File: src/rtl/adder_pkg.sv
// rtl/adder_pkg.sv - shared types and sizing helper for the iterative adder
package adder_pkg;

    typedef enum logic {ADD, SUB} op_e;

    typedef enum logic [1:0] {IDLE, CALC, DONE} add_state_e;

    // Width of a counter/index able to address n items; never narrower than one bit.
    function automatic int idx_width(input int n);
        return (n > 1) ? $clog2(n) : 1;
    endfunction

endpackage

File: src/rtl/chunk_adder.sv
// rtl/chunk_adder.sv - combinational CHUNK-bit adder with carry into the top bit
module chunk_adder #(
    parameter int CHUNK = 16
) (
    input  logic [CHUNK-1:0] a,
    input  logic [CHUNK-1:0] b,
    input  logic             carry_in,
    output logic [CHUNK-1:0] sum,
    output logic             carry_out,
    output logic             carry_msb
);

    assign {carry_out, sum} = {1'b0, a} + {1'b0, b} + {{CHUNK{1'b0}}, carry_in};

    // The carry entering the top bit is recovered from that bit's own sum.
    assign carry_msb = sum[CHUNK-1] ^ a[CHUNK-1] ^ b[CHUNK-1];

endmodule

File: src/rtl/multi_cycle_adder.sv
// rtl/multi_cycle_adder.sv - chunk-serial add/subtract with valid/ready on both sides
module multi_cycle_adder
    import adder_pkg::*;
#(
    parameter int WIDTH = 64,
    parameter int CHUNK = 16
) (
    input  logic             clk_i,
    input  logic             rst_i,
    input  logic             valid_i,
    output logic             ready_o,
    input  logic [WIDTH-1:0] a_i,
    input  logic [WIDTH-1:0] b_i,
    input  logic             op_i,
    input  logic             carry_i,
    output logic             valid_o,
    input  logic             ready_i,
    output logic [WIDTH-1:0] res_o,
    output logic             carry_o,
    output logic             ovf_o
);

    localparam int NUM_CHUNKS = WIDTH / CHUNK;
    localparam int IW         = idx_width(NUM_CHUNKS);
    localparam int BW         = idx_width(WIDTH);

    generate
        if ((WIDTH % CHUNK) != 0) begin : g_width_check
            $error("multi_cycle_adder: WIDTH must be a multiple of CHUNK");
        end
    endgenerate

    add_state_e       state_q, state_d;
    logic [WIDTH-1:0] a_q, b_q;
    logic             carry_q;
    logic [IW-1:0]    idx_q;
    logic [BW-1:0]    base;
    logic             accept, last;
    logic [CHUNK-1:0] sum;
    logic             c_out, c_msb;

    assign ready_o = (state_q == IDLE) || ((state_q == DONE) && ready_i);
    assign valid_o = (state_q == DONE);
    assign accept  = valid_i && ready_o;
    assign last    = (idx_q == IW'(NUM_CHUNKS - 1));
    assign base    = BW'(32'(idx_q) * CHUNK);

    chunk_adder #(.CHUNK(CHUNK)) u_chunk (
        .a         (a_q[base +: CHUNK]),
        .b         (b_q[base +: CHUNK]),
        .carry_in  (carry_q),
        .sum       (sum),
        .carry_out (c_out),
        .carry_msb (c_msb)
    );

    always_ff @(posedge clk_i or posedge rst_i) begin
        if (rst_i) begin
            state_q <= IDLE;
        end else begin
            state_q <= state_d;
        end
    end

    always_comb begin
        state_d = state_q;
        case (state_q)
            IDLE:    if (valid_i) state_d = CALC;
            CALC:    if (last) state_d = DONE;
            DONE:    if (ready_i) state_d = valid_i ? CALC : IDLE;
            default: state_d = IDLE;
        endcase
    end

    always_ff @(posedge clk_i or posedge rst_i) begin
        if (rst_i) begin
            a_q     <= '0;
            b_q     <= '0;
            carry_q <= 1'b0;
            idx_q   <= '0;
            res_o   <= '0;
            carry_o <= 1'b0;
            ovf_o   <= 1'b0;
        end else if (accept) begin
            // Subtraction is a + ~b + 1, so the operand is inverted once at capture.
            a_q     <= a_i;
            b_q     <= (op_e'(op_i) == SUB) ? ~b_i : b_i;
            carry_q <= (op_e'(op_i) == SUB) ? 1'b1 : carry_i;
            idx_q   <= '0;
        end else if (state_q == CALC) begin
            res_o[base +: CHUNK] <= sum;
            carry_q              <= c_out;
            idx_q                <= last ? '0 : idx_q + IW'(1);
            if (last) begin
                carry_o <= c_out;
                ovf_o   <= c_out ^ c_msb;
            end
        end
    end

endmodule

File: config.mk
export PLATFORM = sky130hd
export DESIGN_NAME = multi_cycle_adder
export DESIGN_NICKNAME = d
export VERILOG_FILES = /design/src/rtl/adder_pkg.sv /design/src/rtl/chunk_adder.sv /design/src/rtl/multi_cycle_adder.sv
export SDC_FILE = /design/constraint.sdc
export NUM_CORES = 1
export LEC_CHECK = 0
export CAP_MARGIN = 20
export CORE_MARGIN = 1.5
export CORE_UTILIZATION = 51
export DETAILED_ROUTE_END_ITERATION = 8
export GPL_TIMING_DRIVEN = 0
export PLACE_DENSITY = 0.77
export SYNTH_ARGS = -nofsm -noshare
export SYNTH_HDL_FRONTEND = slang
export SYNTH_SLANG_ARGS = --single-unit
File: constraint.sdc
create_clock -name clk_i -period 9.4 [get_ports clk_i]
set_clock_uncertainty 0.2 [all_clocks]
set_input_delay 1.41 -clock clk_i [delete_from_list [all_inputs] [get_ports clk_i]]
set_output_delay 1.41 -clock clk_i [all_outputs]
set_load 0.1 [all_outputs]
# Word level (Yosys, flattened, before mapping)
# Index checks and enable logic that the tools add are counted.
# totals
regBits,199
in_bits,134
output_inout_bits,68
wordCells,48
# classes
add_sub_neg,4
n_eq_ne,6
shift,4
mux,13
bitwise_logic,5
n_reduce_logical,8
# op_table
op,n
$shiftx A64 B7 Y16,2
$bwmux W64,1
$mux W64,1
$not A64 Y64,1
$shift A16 B8 Y64 const A,1
$shiftx A16 B8 Y64,1
$add A16 B16 Y17,1
$add A17 B1 Y17,1
$mux W2,6
$neg A6 Y8,1
$pmux W2 S3,1
$reduce_and A3 Y1,2
$eq A2 B2 Y1 const B,2
$mux W1,4
$ne A2 B2 Y1 const B,2
$xor A1 B1 Y1,3
$add A2 B1 Y2 const B,1
$eq A2 B1 Y1 const B,1
$logic_and A1 B1 Y1,2
$logic_not A2 Y1,1
$ne A2 B1 Y1 const B,1
$reduce_and A2 Y1,1
$reduce_bool A2 Y1,1
$logic_or A1 B1 Y1,1
$not A1 Y1,1

# Longest topological paths before layout
# Gate-level depths: netlist of run 1.
# logic_depth
ltp_word,6
ltp_mapped,12
mapped_depth_nobuf,10

# By module
# A second synthesis of run 1 with hierarchy kept.
# hier_totals
cells_unflattened,743
area_unflattened_um2,9695.5
# by_module_without_submodules
mod,instances,cells_each,area_per_inst_um2,seq_area_each_um2
multi_cycle_adder,1,649,8943.6,4979.8
chunk_adder,1,94,752.0,0.0

# Worst setup path after synthesis of run 1
# OpenSTA, ideal clock, no wires.
# synth_path
path_type,input to output
start,in ready_i
end,out ready_o
t_arrival_ns,2.879
t_required_ns,7.790
setup_slack_ns,4.911
path_stages,2
n_path_buf,0
cell_sequence,nand2b_1 -> nor2b_1
# synth_between
elab_chain_cells,2
# synth_rtl
item,line_no,source
start: declaration,multi_cycle_adder.sv:17,"input logic ready_i,"
$logic_and A1 B1 Y1,multi_cycle_adder.sv:42,assign ready_o = (state_q == IDLE) || ((state_q == DONE) && ready_i);
$logic_or A1 B1 Y1,multi_cycle_adder.sv:42,
end: declaration,multi_cycle_adder.sv:11,"output logic ready_o,"
# Every way passes these cells.

# Final worst setup path of run 1
# Ends and elaborated chain as after synthesis.

==> results of run 1 <==
flip-flops by register name (all words and copies together), names as in the netlist:
register / flops
ovf_o: 1
a_q: 64
res_o: 64
carry_o: 1
b_q: 64
idx_q: 2
state_q: 2
carry_q: 1
cell families (layout without fill, tap and decap cells):
kind of cell	count (synthesis)	in the layout	synth area share
multiplexers	96	96	0.154
AND/OR/NAND/NOR	112	112	0.0522
flip-flops	199	199	0.533
XOR/XNOR	81	81	0.0773
AO/OA/AOI/OAI	170	170	0.126
adder cells (fa/ha/maj)	23	23	0.0324
buffers and inverters	56	289	0.0250
layer usage:
| layer | vias to the layer above | part of all wire | GRT usage |
|---|---|---|---|
| li1 | 3106 | - | - |
| met1 | 3368 | 0.43 | 0.363 |
| met2 | 256 | 0.49 | 0.431 |
| met3 | 38 | 0.053 | 0.0412 |
| met4 | 0 | 0.026 | 0.0964 |
| met5 | - | 0 | 0 |
metrics by stage:
stage,area [um^2],hold WS (ps),utilization,TNS [ps],cells
final,12300,299,0.684,0,1199
after global routing,12300,317,0.684,0,1199
after CTS,12300,306,0.684,0,1199
after detailed placement,11700,289,0.650,0,1167
after global placement,11600,265,0.648,-6880,1166
after floorplan,9350,275,-,0,737
Yosys cell counts, types with 2 or more instances:
cell / count / share of area
sky130_fd_sc_hd__o21bai_1: 2 / 0.0016
sky130_fd_sc_hd__a21oi_2: 2 / 0.0019
sky130_fd_sc_hd__xor2_1: 5 / 0.0047
sky130_fd_sc_hd__mux2_2: 64 / 0.077
sky130_fd_sc_hd__o21a_1: 2 / 0.0016
sky130_fd_sc_hd__nand4_1: 2 / 0.0013
sky130_fd_sc_hd__nand2b_1: 3 / 0.0020
sky130_fd_sc_hd__dfrtp_1: 199 / 0.53
sky130_fd_sc_hd__nor2_1: 68 / 0.027
sky130_fd_sc_hd__fa_1: 2 / 0.0043
sky130_fd_sc_hd__ha_1: 21 / 0.028
sky130_fd_sc_hd__inv_1: 8 / 0.0032
sky130_fd_sc_hd__buf_2: 10 / 0.0054
sky130_fd_sc_hd__nor4b_2: 2 / 0.0032
sky130_fd_sc_hd__nor2b_1: 3 / 0.0020
sky130_fd_sc_hd__o21ai_0: 10 / 0.0054
sky130_fd_sc_hd__nand3_1: 3 / 0.0016
sky130_fd_sc_hd__clkbuf_1: 29 / 0.012
sky130_fd_sc_hd__a22o_1: 60 / 0.056
sky130_fd_sc_hd__a21oi_1: 76 / 0.041
sky130_fd_sc_hd__buf_1: 7 / 0.0028
sky130_fd_sc_hd__a21o_1: 6 / 0.0048
sky130_fd_sc_hd__mux4_2: 32 / 0.077
sky130_fd_sc_hd__xnor2_1: 75 / 0.070
sky130_fd_sc_hd__nand2_1: 25 / 0.010
sky130_fd_sc_hd__a221oi_2: 3 / 0.0048
cell type report:
cell class              count  area [um^2]  area share
flip-flops and latches    199         4980       0.405
multi-input cells         482         4140       0.337
well taps                 229          287      0.0233
clock buffers              17          425      0.0346
clock inverters            15          185      0.0151
repair buffers            201         2030       0.165
plain buffers              48          204      0.0166
inverters                   8         37.5     0.00306
path summary, 6_finish.rpt:
| path | from | to | slack, ps | depth (start not counted) |
|---|---|---|---|---|
| worst max-delay path | ready_i | ready_o | 4370 | 4 |
| worst min-delay path | res_o[50] | res_o[50] | 300 | 2 |
| worst max register to register | idx_q[1] | res_o[30] | 4630 | 12 |
| worst min register to register | res_o[50] | res_o[50] | 300 | 2 |
| max in group asynchronous | rst_i | a_q[15] | 6810 | 3 |
| min in group asynchronous | rst_i | b_q[17] | 1270 | 2 |
cell usage in the layout (no fill, tap or decap), types with 5 or more instances in the layout:
cell type                         netlist  layout
sky130_fd_sc_hd__nor2_1                68      68
sky130_fd_sc_hd__clkbuf_16              0      17
sky130_fd_sc_hd__ha_1                  21      21
sky130_fd_sc_hd__mux4_2                32      32
sky130_fd_sc_hd__o21ai_0               10      10
sky130_fd_sc_hd__clkbuf_1              29      29
sky130_fd_sc_hd__a22o_1                60      60
sky130_fd_sc_hd__inv_6                  0       6
sky130_fd_sc_hd__a21oi_1               76      76
sky130_fd_sc_hd__buf_2                 10      10
sky130_fd_sc_hd__clkdlybuf4s50_1        0     200
sky130_fd_sc_hd__inv_1                  8       7
sky130_fd_sc_hd__buf_1                  7       7
sky130_fd_sc_hd__xnor2_1               75      75
sky130_fd_sc_hd__nand2_1               25      25
sky130_fd_sc_hd__dfrtp_1              199     199
sky130_fd_sc_hd__xor2_1                 5       5
sky130_fd_sc_hd__mux2_2                64      64
sky130_fd_sc_hd__a21o_1                 6       6
tightest hold or removal path, delay by kind of cell (launching register included):
kind	cells	cell delay [ps]
AOI/OAI and AO/OA	1	60
DFF	1	360
and+or+nand+nor	1	50
==> impl_summary.txt, run 1 <==
----------------------------------------------------
[Outcome]
  Result of the run ... completed

[Timing]
  FMAX ... just under 200 MHz
  Worst-case setup margin in the final layout ... 4370 ps
  Final Slew Violations ... 0
  Hold violation count in the final report ... 0
  Setup repair after global routing missed its margin ... false
  Relative slew slack ... 0.303
  Final Critical Period ... approximately 5000 ps
  Portion of the clock cycle consumed by the worst path in the final layout ... 0.535
  Setup-failing EPs final ... 0
  Worst slew pin tran ... 1040 ps

[Floorplan]
  DIE WIDTH ... 138 um
  Die area ... 0.0192 mm^2
  Ports placed on the boundary ... around 200
  Number of standard-cell rows in the floorplan ... 49
  Core footprint ... between 0.015 and 0.02 mm^2
  Starting density of the core ... 0.521
  Die Height ... 138 um

[Run]
  Number of maximum-capacitance constraint violations ... 0

[Routing]
  Violation count after the first detailed-routing iteration ... between 400 and 500
  Post-DRT Antenna Nets ... 0
  Total iterations of the first detailed-routing run ... 6
  Vias ... just under 7000
  Number of DRC violations after detailed routing ... 0
  Detailed-route vias per instance ... about 5.6
  Wirelength, routed ... around 24000 um
  Routed WL per cell ... around 20 um

[CTS]
  Maximum buffer depth of the clock tree ... 2
  Later-pin clock latency in the skew report ... ~440 ps
  CTS buffer count ... 17
  Post-cts repair resize count ... 0
  Total clock sinks ... a little under 200
  TritonCTS clock tree ... built
  Setup repair bufs after CTS ... 0
  Number of buffers added to fix hold violations after cts ... 0
  CTS clk-pin slew, worst paths ... about 70 ps
  CTS root buf ... sky130_fd_sc_hd__clkbuf_16
  H-tree levels ... 4

[Yosys]
  Post-synthesis instance area ... a little over 0.009 mm^2
  Mean area per synthesized cell ... between 10 and 15 um^2
  Share of async-settable or async-resettable flops after synthesis ... 1.00
  Number of flops mapped to enable cells by yosys ... 0
  Number of warning messages in the yosys log ... 0
  Post-Synthesis Net Count ... slightly below 900
  Sequential cell area fraction in the yosys report ... 0.533
  Post-Synthesis Cells ... ~740
  Post-synthesis sequential element count ... approximately 200
  Primary FF master, synth ... sky130_fd_sc_hd__dfrtp_1
  Count of cell types in the netlist ... between 40 and 50

[Global route]
  Aggregate global routing overflow ... 0
  Antenna violations before repair ... 0
  Overall fraction of global-route tracks in use ... 0.265
  Via count of the first global-routing pass ... slightly below 7000
  Largest net degree at the start of global routing ... between 100 and 150
  Wire length of the first global-routing pass ... a little under 40000 um

[Worst setup path]
  Worst setup EP type ... output pin
  Required time worst endpoint ... just under 8000 ps
  Max incr delay on CP ... approximately 1200 ps
  Critical Path, Cell by Cell ... clkdlybuf4s50_1, nand2b_1, nor2b_1, clkdlybuf4s50_1
  Launching element type of the critical path ... primary input
  Slowest cell on the critical path ... sky130_fd_sc_hd__clkdlybuf4s50_1
  Worst setup path category ... primary input to output pin
  Worst Path Buf+Inv ... 2
  Highest fanout seen on the critical path ... 2
  CP dominant cell by count ... sky130_fd_sc_hd__clkdlybuf4s50_1
  Cell family with most CP delay ... buffers and inverters
  Endpoint arrival time on the critical path ... ~3400 ps

[Cells and area]
  Layout cell share with drive strength beyond 1 ... 0.158
  Number of inserted diodes ... 0
  Final Net Count ... 1114
  Fillers ... 1322
  Syn-to-layout area delta ... 31.4%

[Placed design]
  Gpl congestion ... 0.857
  DP Worst Slack ... ~4400 ps
  Count of buffers from port buffering ... 200
  Total half-perimeter wirelength after legalization and detailed placement ... ~18000 um

[Worst hold path]
  Worst min path class ... flip-flop to flip-flop

----------------------------------------------------
Power of run 1 is left out: the tool's default activity adds up to more than one toggle a clock period on the data nets, which glitch-free logic cannot reach.
==> run 2: changes to the inputs <==
CORE_UTILIZATION = 46   (was 51)
PLACE_DENSITY = 0.73   (was 0.77)
clock period = 4.15 ns   (was 9.4 ns; I/O delays follow)
==> impl_summary.txt, run 2 (synthesized netlist as in run 1, its figures left out) <==
----------------------------------------------------
[CTS]
  CTS clk-pin slew, worst paths ... ~80 ps
  TritonCTS clock tree ... built
  Maximum buffer depth of the clock tree ... 2
  CTS root buf ... sky130_fd_sc_hd__clkbuf_16
  Number of buffers added to fix hold violations after cts ... 0
  CTS buffer count ... 17
  Later-pin clock latency in the skew report ... between 400 and 500 ps
  H-tree levels ... 4
  Total clock sinks ... around 200

[Worst setup path]
  Endpoint arrival time on the critical path ... 4090 ps
  Highest fanout seen on the critical path ... 10
  Worst setup path category ... flip-flop to flip-flop
  Required time worst endpoint ... ~4300 ps
  CP dominant cell by count ... sky130_fd_sc_hd__fa_1
  Logic depth of the worst register-to-register path ... 12
  Max incr delay on CP ... between 500 and 600 ps
  Launching element type of the critical path ... flip-flop
  Worst setup EP type ... flip-flop
  Critical Path, Cell by Cell ... buf_8, buf_12, mux4_2, fa_1, fa_1, a21o_1, a221oi_4, o21a_1, nand2b_1, a21oi_1, xnor2_2, a22o_1
  Slowest cell on the critical path ... sky130_fd_sc_hd__mux4_2

[Cells and area]
  Final Net Count ... 1119
  Layout cell share with drive strength beyond 1 ... 0.169
  Final cell count without fillers ... about 1200
  Most frequent cells in the layout ... sky130_fd_sc_hd__clkdlybuf4s50_1 (200), sky130_fd_sc_hd__dfrtp_1 (197), sky130_fd_sc_hd__a21oi_1 (75)
  Largest registers ... a_q: 64 flops, b_q: 64 flops, res_o: 64 flops
  Fillers ... roughly 1500
  Most common cell after layout, fill and taps aside ... sky130_fd_sc_hd__clkdlybuf4s50_1
  Post-route core utilization ... 0.631
  Number of inserted diodes ... 0
  Syn-to-layout area delta ... 33.1%

[Timing]
  Setup repair after global routing missed its margin ... false
  Worst slew pin tran ... roughly 1000 ps
  Final Slew Violations ... 0
  FMAX ... ~250 MHz
  Setup-failing EPs final ... 0
  Hold violation count in the final report ... 0
  Portion of the clock cycle consumed by the worst path in the final layout ... 0.956
  Relative slew slack ... 0.329
  Final Critical Period ... between 3000 and 4000 ps

[Placed design]
  Total half-perimeter wirelength after legalization and detailed placement ... between 15000 and 20000 um
  Gpl congestion ... roughly 0.86
  Count of buffers from port buffering ... 200
  Placed cells ... ~1200

[Floorplan]
  Starting density of the core ... 0.474
  Ports placed on the boundary ... around 200
  Core footprint ... ~0.02 mm^2
  DIE WIDTH ... 146 um
  Number of standard-cell rows in the floorplan ... 51
  Die area ... roughly 0.021 mm^2
  Die Height ... about 150 um

[Global route]
  Largest net degree at the start of global routing ... 43
  Overall fraction of global-route tracks in use ... 0.242
  Aggregate global routing overflow ... 0
  Wire length of the first global-routing pass ... a little under 40000 um
  Antenna violations before repair ... 0
  Via count of the first global-routing pass ... between 6000 and 7000

[Worst hold path]
  Cells on Worst Hold Path ... 2
  Worst min path class ... flip-flop to flip-flop

[Routing]
  Violation count after the first detailed-routing iteration ... between 400 and 500
  Vias ... ~6700
  Wirelength, routed ... 24700 um
  Post-DRT Antenna Nets ... 0
  Routed WL per cell ... 19.9 um
  Total iterations of the first detailed-routing run ... 4
  Detailed-route vias per instance ... around 5.4
  Number of DRC violations after detailed routing ... 0

[Run]
  Number of maximum-capacitance constraint violations ... 0

[Outcome]
  Result of the run ... completed

----------------------------------------------------
## run 2: cell count changes in the layout (fill, tap and decap cells not counted), sizes merged
cell	before	now
buf	20	26
inv	16	15
clkinvlp	1	3
bufinv	2	1
clkbuf	46	45
## run 2: routing by layer
| metal | vias up | track usage | share of wire |
|---|---|---|---|
| li1 | 3092 | - | - |
| met1 | 3384 | 0.339 | 0.45 |
| met2 | 229 | 0.387 | 0.48 |
| met3 | 32 | 0.0439 | 0.048 |
| met4 | 0 | 0.0765 | 0.022 |
| met5 | - | 0 | 0 |
## run 2: critical path, delay by kind of cell (launching register included)
family	cells	cell delay (ps)
compound gates	5	1200
fa+ha+maj	2	860
mux	1	560
flops	1	420
buf+inv	2	340
xor+xnor	1	170
simple gates	1	70
## run 2: cell type report
cell class                 count  area [um^2]  area share
buffer                        47          229      0.0184
clock buffer                  17          425      0.0342
clock inverter                15          164      0.0132
inverter                       8         33.8     0.00271
multi-input combinational    482         4170       0.335
sequential                   199         4980       0.400
tap                          265          332      0.0266
timing repair buffer         207         2120       0.170
## run 2: through the flow
step	setup TNS (ps)	setup slack, ps	instance area [um^2]	hold WS (ps)
after CTS	0	20.4	12400	303
after floorplan	0	222	9350	275
final	0	184	12400	299
after global routing	0	18.9	12400	314
after detailed placement	-9580	-542	11800	287
after global placement	-157520	-759	11700	269
## run 2: path summary, 6_finish.rpt
path	slack, ps	start	to
worst max-delay path	180	idx_q[0]	res_o[12]
worst min-delay path	300	res_o[50]	res_o[50]
worst max register to register	180	idx_q[0]	res_o[12]
worst min register to register	300	res_o[50]	res_o[50]
max in group asynchronous	2300	rst_i	a_q[1]
min in group asynchronous	430	rst_i	b_q[19]
## run 2: what timing repair did
item                                    in CTS  in global routing
pin swaps                                    0                  3
resized for setup                           11                  4
endpoints found under the setup margin      31                 15
setup buffers                                0                  2
Power of run 2 is left out for the same reason.
==> run 3: changes to the inputs <==
CORE_MARGIN = 3   (was 1.5)
CORE_UTILIZATION = 55   (was 46)
PLACE_DENSITY = 0.83   (was 0.73)
clock period = 4.9 ns   (was 4.15 ns; I/O delays follow)
==> impl_summary.txt, run 3 (synthesized netlist as in run 1, its figures left out) <==
----------------------------------------------------
[Outcome]
  Result of the run ... completed

[Floorplan]
  Starting density of the core ... 0.564
  Die Height ... 136 um
  Core footprint ... 0.0166 mm^2
  DIE WIDTH ... around 140 um
  Number of standard-cell rows in the floorplan ... 47
  Ports placed on the boundary ... 202
  Die area ... 0.0186 mm^2

[Cells and area]
  Most frequent cells in the layout ... sky130_fd_sc_hd__clkdlybuf4s50_1 (200), sky130_fd_sc_hd__dfrtp_1 (199), sky130_fd_sc_hd__a21oi_1 (76)
  Number of inserted diodes ... 0
  Most common cell after layout, fill and taps aside ... sky130_fd_sc_hd__clkdlybuf4s50_1
  Largest registers ... a_q: 64 flops, b_q: 64 flops, res_o: 64 flops
  Final Net Count ... ~1100
  Syn-to-layout area delta ... 32.0%
  Final cell count without fillers ... roughly 1200
  Layout cell share with drive strength beyond 1 ... 0.162
  Fillers ... 1112

[Timing]
  Portion of the clock cycle consumed by the worst path in the final layout ... 0.982
  Worst slew pin tran ... 996 ps
  FMAX ... 208 MHz
  Final Slew Violations ... 0
  Setup repair after global routing missed its margin ... false
  Final Critical Period ... 4810 ps
  Post-route worst hold slack ... ~280 ps
  Relative slew slack ... 0.334
  Sum of negative setup slack ... 0 ps
  Worst-case setup margin in the final layout ... slightly below 90 ps
  Setup-failing EPs final ... 0
  Hold violation count in the final report ... 0

[Worst hold path]
  Worst min path class ... flip-flop to flip-flop

[Global route]
  Aggregate global routing overflow ... 0
  Largest net degree at the start of global routing ... 40
  Via count of the first global-routing pass ... roughly 7100
  Overall fraction of global-route tracks in use ... 0.274
  Wire length of the first global-routing pass ... around 38000 um
  Antenna violations before repair ... 0

[Routing]
  Number of DRC violations after detailed routing ... 0
  Detailed-route vias per instance ... 5.74
  Routed WL per cell ... 20.5 um
  Post-DRT Antenna Nets ... 0
  Vias ... just under 7000
  Wirelength, routed ... between 20000 and 25000 um
  Total iterations of the first detailed-routing run ... 5
  Violation count after the first detailed-routing iteration ... 452

[CTS]
  TritonCTS clock tree ... built
  CTS root buf ... sky130_fd_sc_hd__clkbuf_16
  H-tree levels ... 4
  Maximum buffer depth of the clock tree ... 2
  Setup repair bufs after CTS ... 0
  CTS clk-pin slew, worst paths ... ~70 ps
  Number of buffers added to fix hold violations after cts ... 0
  Later-pin clock latency in the skew report ... about 430 ps
  CTS buffer count ... 17
  Post-cts repair resize count ... 0
  Total clock sinks ... around 200

[Worst setup path]
  Slack of the worst reg-to-reg path ... 90 ps
  Worst Path Buf+Inv ... 2
  Reg-to-reg critical path startpoint ... idx_q[1]
  Critical Path, Cell by Cell ... clkbuf_1, clkbuf_1, mux4_2, fa_1, fa_1, a21o_1, a221oi_2, o21a_1, nand2b_1, a21oi_1, xnor2_1, a22o_1
  Logic depth of the worst register-to-register path ... 12
  Cell family with most CP delay ... compound AO/OA/AOI/OAI gates
  Worst setup startpoint ... idx_q[1]
  Worst setup EP type ... flip-flop
  Stages on the worst setup path ... 12
  Highest fanout seen on the critical path ... 10
  Launching element type of the critical path ... flip-flop
  Capture instance of the worst register-to-register path ... res_o[44]
  Worst setup path category ... flip-flop to flip-flop
  Setup crit end ... res_o[44]
  Required time worst endpoint ... around 5100 ps
  Slowest cell on the critical path ... sky130_fd_sc_hd__clkbuf_1
  Max incr delay on CP ... 700 ps
  Endpoint arrival time on the critical path ... between 4000 and 5000 ps

[Placed design]
  Placed cells ... about 1200
  Gpl congestion ... around 0.88
  DP Worst Slack ... roughly 160 ps
  Count of buffers from port buffering ... 200
  Total half-perimeter wirelength after legalization and detailed placement ... 18700 um

[Run]
  Number of maximum-capacitance constraint violations ... 0

----------------------------------------------------
run 3: metrics by stage:
stage / utilization / instance area, um^2
after floorplan: - / 9350
after global placement: 0.701 / 11600
after detailed placement: 0.707 / 11700
after CTS: 0.744 / 12300
after global routing: 0.744 / 12300
final: 0.744 / 12300
run 3: metal layers:
metal	global-route usage	routed length, um	up-vias
li1	-	-	3089
met1	0.370	10100	3418
met2	0.441	11900	292
met3	0.0629	1710	52
met4	0.0957	706	0
met5	0	0	-
run 3: how the worst min path moves through the flow:
stage | from | end | slack (ps) | depth (start not counted)
final | carry_o | carry_o | 280 | 2
after global routing | a_q[54] | a_q[54] | 320 | 1
after CTS | carry_o | carry_o | 290 | 2
after detailed placement | carry_o | carry_o | 270 | 2
after global placement | res_o[2] | res_o[2] | 270 | 2
after floorplan | a_q[32] | a_q[32] | 280 | 1
run 3: final cells by class:
cell class / instances / area, um^2 / share of cell area
inverters: 8 / 33.8 / 0.00274
plain buffers: 48 / 204 / 0.0165
well taps: 220 / 275 / 0.0223
repair buffers: 205 / 2100 / 0.170
flip-flops and latches: 199 / 4980 / 0.404
multi-input cells: 482 / 4140 / 0.336
clock inverters: 13 / 148 / 0.0120
clock buffers: 19 / 453 / 0.0367
run 3: worst register-to-register path, cell delays in order (launching register included):
cell and delay [ps]:
sky130_fd_sc_hd__dfrtp_1 430, sky130_fd_sc_hd__clkbuf_1 390, sky130_fd_sc_hd__clkbuf_1 710, sky130_fd_sc_hd__mux4_2 480, sky130_fd_sc_hd__fa_1 460, sky130_fd_sc_hd__fa_1 420
sky130_fd_sc_hd__a21o_1 220, sky130_fd_sc_hd__a221oi_2 350, sky130_fd_sc_hd__o21a_1 250, sky130_fd_sc_hd__nand2b_1 70, sky130_fd_sc_hd__a21oi_1 180, sky130_fd_sc_hd__xnor2_1 360
sky130_fd_sc_hd__a22o_1 240
Power of run 3 is left out for the same reason.
